===== src/rtl/pair_compare_monitor.sv =====
// Checks the {b,c} outputs of the blocking and non-blocking instances against each other.
// Skips a settle window after start, then counts compared cycles and mismatches and records the first divergence.
module pair_compare_monitor #(
  parameter int WIDTH  = 4,
  parameter int CNT_W  = 8,
  parameter int SETTLE = 2
) (
  input  logic             clk,
  input  logic             rst,
  input  logic             start,
  input  logic             stop,
  input  logic [WIDTH-1:0] b1,
  input  logic [WIDTH-1:0] c1,
  input  logic [WIDTH-1:0] b2,
  input  logic [WIDTH-1:0] c2,
  output logic             busy,
  output logic             done,
  output logic             eq,
  output logic [CNT_W-1:0] cycle_cnt,
  output logic [CNT_W-1:0] mismatch_cnt,
  output logic             first_err_valid,
  output logic [CNT_W-1:0] first_err_idx
);

  typedef enum logic [1:0] {S_IDLE, S_SETTLE, S_COMPARE, S_DONE} state_t;

  localparam int               SW          = (SETTLE > 1) ? $clog2(SETTLE) : 1;
  localparam logic [SW-1:0]    SETTLE_LAST = SW'(SETTLE - 1);
  localparam logic [CNT_W-1:0] CNT_MAX     = '1;
  localparam state_t           RUN_ENTRY   = (SETTLE == 0) ? S_COMPARE : S_SETTLE;

  function automatic logic [CNT_W-1:0] sat_inc(input logic [CNT_W-1:0] v);
    return (v == CNT_MAX) ? v : v + CNT_W'(1);
  endfunction

  state_t           state_q;
  logic [SW-1:0]    settle_q;
  logic             busy_q, done_q, eq_q, fev_q;
  logic [CNT_W-1:0] cycle_cnt_q, mismatch_cnt_q, fidx_q;

  logic             mismatch;
  logic [CNT_W-1:0] cycle_cnt_d, mismatch_cnt_d;

  assign mismatch       = ({b1, c1} != {b2, c2});
  assign cycle_cnt_d    = sat_inc(cycle_cnt_q);
  assign mismatch_cnt_d = mismatch ? sat_inc(mismatch_cnt_q) : mismatch_cnt_q;

  always_ff @(posedge clk) begin
    if (rst) begin
      state_q        <= S_IDLE;
      settle_q       <= '0;
      busy_q         <= 1'b0;
      done_q         <= 1'b0;
      eq_q           <= 1'b1;
      fev_q          <= 1'b0;
      cycle_cnt_q    <= '0;
      mismatch_cnt_q <= '0;
      fidx_q         <= '0;
    end else if (start) begin
      // start restarts from any state and takes priority over stop
      state_q        <= RUN_ENTRY;
      settle_q       <= '0;
      busy_q         <= 1'b1;
      done_q         <= 1'b0;
      eq_q           <= 1'b1;
      fev_q          <= 1'b0;
      cycle_cnt_q    <= '0;
      mismatch_cnt_q <= '0;
      fidx_q         <= '0;
    end else begin
      case (state_q)
        S_SETTLE: begin
          if (stop) begin
            state_q <= S_DONE;
            busy_q  <= 1'b0;
            done_q  <= 1'b1;
          end else if (settle_q == SETTLE_LAST) begin
            state_q <= S_COMPARE;
          end else begin
            settle_q <= settle_q + SW'(1);
          end
        end
        S_COMPARE: begin
          // the cycle carrying stop is still compared
          cycle_cnt_q    <= cycle_cnt_d;
          mismatch_cnt_q <= mismatch_cnt_d;
          eq_q           <= !mismatch;
          if (mismatch && !fev_q) begin
            fev_q  <= 1'b1;
            fidx_q <= cycle_cnt_q;
          end
          if (stop) begin
            state_q <= S_DONE;
            busy_q  <= 1'b0;
            done_q  <= 1'b1;
          end
        end
        default: ;
      endcase
    end
  end

  assign busy            = busy_q;
  assign done            = done_q;
  assign eq              = eq_q;
  assign cycle_cnt       = cycle_cnt_q;
  assign mismatch_cnt    = mismatch_cnt_q;
  assign first_err_valid = fev_q;
  assign first_err_idx   = fidx_q;

endmodule


===== config.mk =====
export PLATFORM = sky130hd
export DESIGN_NAME = pair_compare_monitor
export DESIGN_NICKNAME = d
export VERILOG_FILES = /design/src/rtl/pair_compare_monitor.sv
export SDC_FILE = /design/constraint.sdc
export NUM_CORES = 1
export LEC_CHECK = 0
export ABC_AREA = 1
export ABC_CLOCK_PERIOD_IN_PS = 2800
export CORE_ASPECT_RATIO = 0.8
export CORE_UTILIZATION = 43
export DETAILED_ROUTE_END_ITERATION = 12
export GPL_TIMING_DRIVEN = 0
export MAX_ROUTING_LAYER = met4
export PLACE_DENSITY_LB_ADDON = 0.12
export SKIP_LAST_GASP = 1
export SYNTH_ARGS = -nofsm -noshare
export SYNTH_HDL_FRONTEND = slang
export SYNTH_SLANG_ARGS = --single-unit

===== constraint.sdc =====
create_clock -name clk -period 2.8 [get_ports clk]
set_input_delay 0.42 -clock clk [delete_from_list [all_inputs] [get_ports clk]]
set_output_delay 0.42 -clock clk [all_outputs]
set_load 0.005 [all_outputs]

* Yosys cells after proc, flatten, opt, wreduce, memory -nomap -nowiden
Cells that the tools add are included.
Word-level totals: RAM bits 0, output and inout port bits 28, memories 0, bits in latches 0, bits in registers 31, input port bits 20, logic and storage cells 51, memory bits (read-only) 0
Operators by class: eq/ne operators 9, mux-type cells 9, multiply operators 0, divide/modulo/power cells 0, reduce and logical (&&, ||, !) cells 17, add/sub/neg operators 3, $lt $le $gt $ge 0, bitwise operators 3, shift-type cells 0
Operators by type and width (count):
- $add 8x1->8 const B | 2
- $eq 8x8->1 const B | 2
- $reduce_and 2->1 | 5
- $reduce_and 3->1 | 3
- $ne 8x8->1 | 1
- $mux 2 | 3
- $ne 3x3->1 const B | 2
- $reduce_bool 2->1 | 3
- $mux 1 | 5
- $ne 4x4->1 const B | 1
- $pmux 2 s2 | 1
- $reduce_or 2->1 | 2
- $not 1->1 | 3
- $reduce_bool 3->1 | 1
- $eq 2x1->1 const B | 1
- $eq 2x2->1 const B | 1
- $logic_not 1->1 | 2
- $ne 2x2->1 const B | 1
- $add 1x1->1 const B | 1
- $logic_and 1x1->1 | 1

* Depth between registers and ports, before layout
depth after elaboration 4, depth in mapped cells 11, gate-level depth less buffers 10

* Worst setup path before layout
OpenSTA, ideal clock, no wires.
path type register to register, start point register state_q[0], end point register mismatch_cnt_q[7], in the netlist mismatch_cnt[7], buffers on the path 1, clock period less this slack 1279 ps, slack 1521 ps, arrival time 1215 ps, cell stages (with the launch flop) 12, data required time 2736 ps, setup time 64 ps, path through dfxtp_1 inv_1 ha_1 buf_6 nand2_2 nor3_4 nand2_1 nor2_1 nand3_1 nand2_1 inv_1 nor2_1
On the way: word-level cells in the longest chain between the ends 2
Ends and longest elaborated chain:
- start: declaration | line 36 | state_t state_q;
- start signal: assignment | line 50 | state_q <= S_IDLE;
- start signal: assignment | line 61 | state_q <= RUN_ENTRY;
- start signal: assignment | line 74 | state_q <= S_DONE;
- $eq 2x2->1 | line 71 | case (state_q)
- $reduce_and 3->1 (no line)
- end signal: assignment | line 86 | mismatch_cnt_q <= mismatch_cnt_d;
- end: declaration | line 39 | logic [CNT_W-1:0] cycle_cnt_q, mismatch_cnt_q, fidx_q;
Every way passes these cells. A chain may end at the register's enable or synchronous reset.

* Final worst setup path
start point register mismatch_cnt_q[2], in the netlist mismatch_cnt[2], end point output mismatch_cnt[2]
RTL lines:
- end: declaration | line 20 | output logic [CNT_W-1:0] mismatch_cnt,
No word-level cell between the ends.

==> out/metrics.cfg <==
[route]
vias_per_cell = 4.599
wl_per_cell_um = 10.10
dr_total_vias = 1780
dr.pass1.iters = 4
drc_errors = 0
finalWirelength_um = 3909
first_iter_violations = 89
ant_nets = 0

[yosys]
ys_ff_latch = 31
yosys.area.top_type_share_pct = 34.25
netlist_area_um2 = 1812
synth_cell_type_count = 32
ys_seq_area_share_pct = 34.25
yosys-top-cells-area = dfxtp_1 (34%), nand2_1 (16%), inv_1 (14%)
synth_cells = 277
syn_nets = 301
syn_avg_cell_area_um2 = 6.541
yosys.area.top_type = dfxtp_1
yosysWarnings = 0

[timing]
min_period_ns = 1.706
hold_slack_ns = 0.4540
slew_headroom_pct = 70.80
rsz0062_at_grt = false
hold_violations = 0
max_freq_ghz = 0.5861
setup_violations = 0
tightestPinTransition_ns = 0.4380
clock_skew_ns = 0.003644
post-route-period-util_pct = 60.94
slew_viol_final = 0
tns_ns = 0
layout_setup_ws_ns = 1.094

[critical_path]
worst-setup-path-type = reg2out
required_ns = 2.38
arrival_ns = 1.29
crit_chain = clkdlybuf4s50_1
critPathBufInv = 1
slowest_delay_ns = 0.55
critPathTopFamily = buffers and inverters
critPathCaptureType = primary output
cp_max_fo = 5
startpoint_type = register
crit_slowest_cell = clkdlybuf4s50_1

[job]
cap_violations = 0

[clock_tree]
ctsResizeCount = 0
h-tree-depth = 2
clkSlewWorstSetupHoldPaths_ns = 0.06
postCtsSetupRepairBufs = 0
cts_tree = done
cts_root_buf = clkbuf_8
cts_hold_buf = 0
clk_latency_ns = 0.28
cts_buffers = 5
cts_sinks = 31
cts.path.max_buffers = 2

[place]
placed_cell_area_um2 = 2351
dp_hpwl_um = 2951
placedCellCount = 379
port_buffers = 47
pre_cts_slack_ns = 0.9414
gp_congestion = 0.8342

[die]
dieArea_um2 = 4478
die_width_um = 74.57
core_area_um2 = 3904
die_h_um = 60.06
num_rows = 20
ios = 48
initial_utilization_pct = 46.41

[grt]
antenna_found_initial = 0
grt_util_all_layers_pct = 21.76
first_global_vias = 1665
grt_overflow = 0
grt_pass1_wl_um = 7065
grt_max_degree = 11

[power_and_ir_drop]
power_density_nw_per_um2 = 386.2
clockPowerShare_pct = 41.1
power_leakage_nw = 1.069
combinationalPowerShare_pct = 11.2
switchingPower_mw = 0.2186
pwr-share-seq_pct = 47.7
ir_drop_mv = 0.2702
internal_power_mw = 0.7280
swShare_pct = 23.09

[layout]
nNetsFinal = 355
design_area_um2 = 2451
final_layout_size_suffix_gt1_share_pct = 8.735
nFillCells = 405
diodes = 0
syn2layout_area_growth_pct = 35.29
final_cells = 387

[run_status]
status = finished, final reports clean

[hold_path]
min_path_type = reg2reg

==> final cells by class <==
class,count,area [um2],share of cell area [%]
Multi-Input combinational cell,170,864.6,35.27
Sequential cell,31,620.6,25.32
Timing Repair Buffer,47,470.5,19.19
Inverter,69,261.5,10.67
Clock buffer,8,100.1,4.084
Tap cell,55,68.82,2.808
Buffer,7,65.06,2.654
==> path summary, 6_finish.rpt <==
kind	start	to	slack, ns	cells past startpoint
worst max-delay path	mismatch_cnt[2]	mismatch_cnt[2]	1.09	1
worst min-delay path	done	done	0.45	2
worst max register to register	state_q[0]	first_err_idx[4]	1.34	7
worst min register to register	done	done	0.45	2
==> state kept, by name, indices dropped and copies added (netlist names) <==
signal / count
settle_q: 1
state_q: 2
first_err_valid: 1
done: 1
first_err_idx: 8
eq: 1
busy: 1
cycle_cnt: 8
mismatch_cnt: 8
==> power by group through the flow <==
stage               clock network, mW  registers (mW)  logic (mW)
floorplan                           0           0.461      0.0563
global placement                    0           0.461       0.104
detailed placement                  0           0.462       0.106
CTS                             0.404           0.452       0.106
global route                    0.418           0.452       0.121
finish                          0.389           0.452       0.106
==> per-layer routing <==
layer / part of all wire (%) / GRT usage, % / vias to the layer above
li1: - / - / 951
met1: 49 / 26.92 / 781
met2: 44 / 34.62 / 41
met3: 5.5 / 5.059 / 7
met4: 1.8 / 8.086 / 0
met5: 0 / - / -
==> cells in the mapped netlist, drive strengths merged <==
master and number:
nand2 78, inv 68, dfxtp 31, nor2 27
nand4 17, nand3 12, a21oi 11, nor3 7
buf 6, ha 4, o21ai 4, xnor2 3
clkbuf 1, clkinv 1, nand3b 1, nor3b 1
nor4 1, o211ai 1, o31ai 1, or2 1
xor2 1
==> kinds of logic (layout without fill, tap and decap cells) <==
logic type,count (synthesis),in the layout,share of synthesized area [%]
AND/OR/NAND/NOR,145,145,37.64
buffers and inverters,76,131,18.02
flip-flops,31,31,34.25
AO/OA/AOI/OAI,17,17,5.387
adder cells (fa/ha/maj),4,4,2.763
XOR/XNOR,4,4,1.934
==> cells in the final DEF (no fill, tap or decap), drive strengths merged <==
master         count
nand3b             1
xor2               1
xnor2              3
nor2              27
nand3             12
clkinv             1
a21oi             11
dfxtp             31
nor3b              1
o21ai              4
clkdlybuf4s50     47
buf                6
o211ai             1
clkbuf             9
inv               68
or2                1
ha                 4
nor4               1
nor3               7
nand4             17
nand2             78
o31ai              1
==> through the flow <==
stage          power [mW]  utilization, %
2_1_floorplan      0.5176               -
3_3_place_gp       0.5647           60.22
3_5_place_dp       0.5671           60.22
4_1_cts            0.9618           62.79
5_1_grt            0.9918           62.79
6_report           0.9466           62.79
No activity file was read; power rests on OpenSTA's default activity.
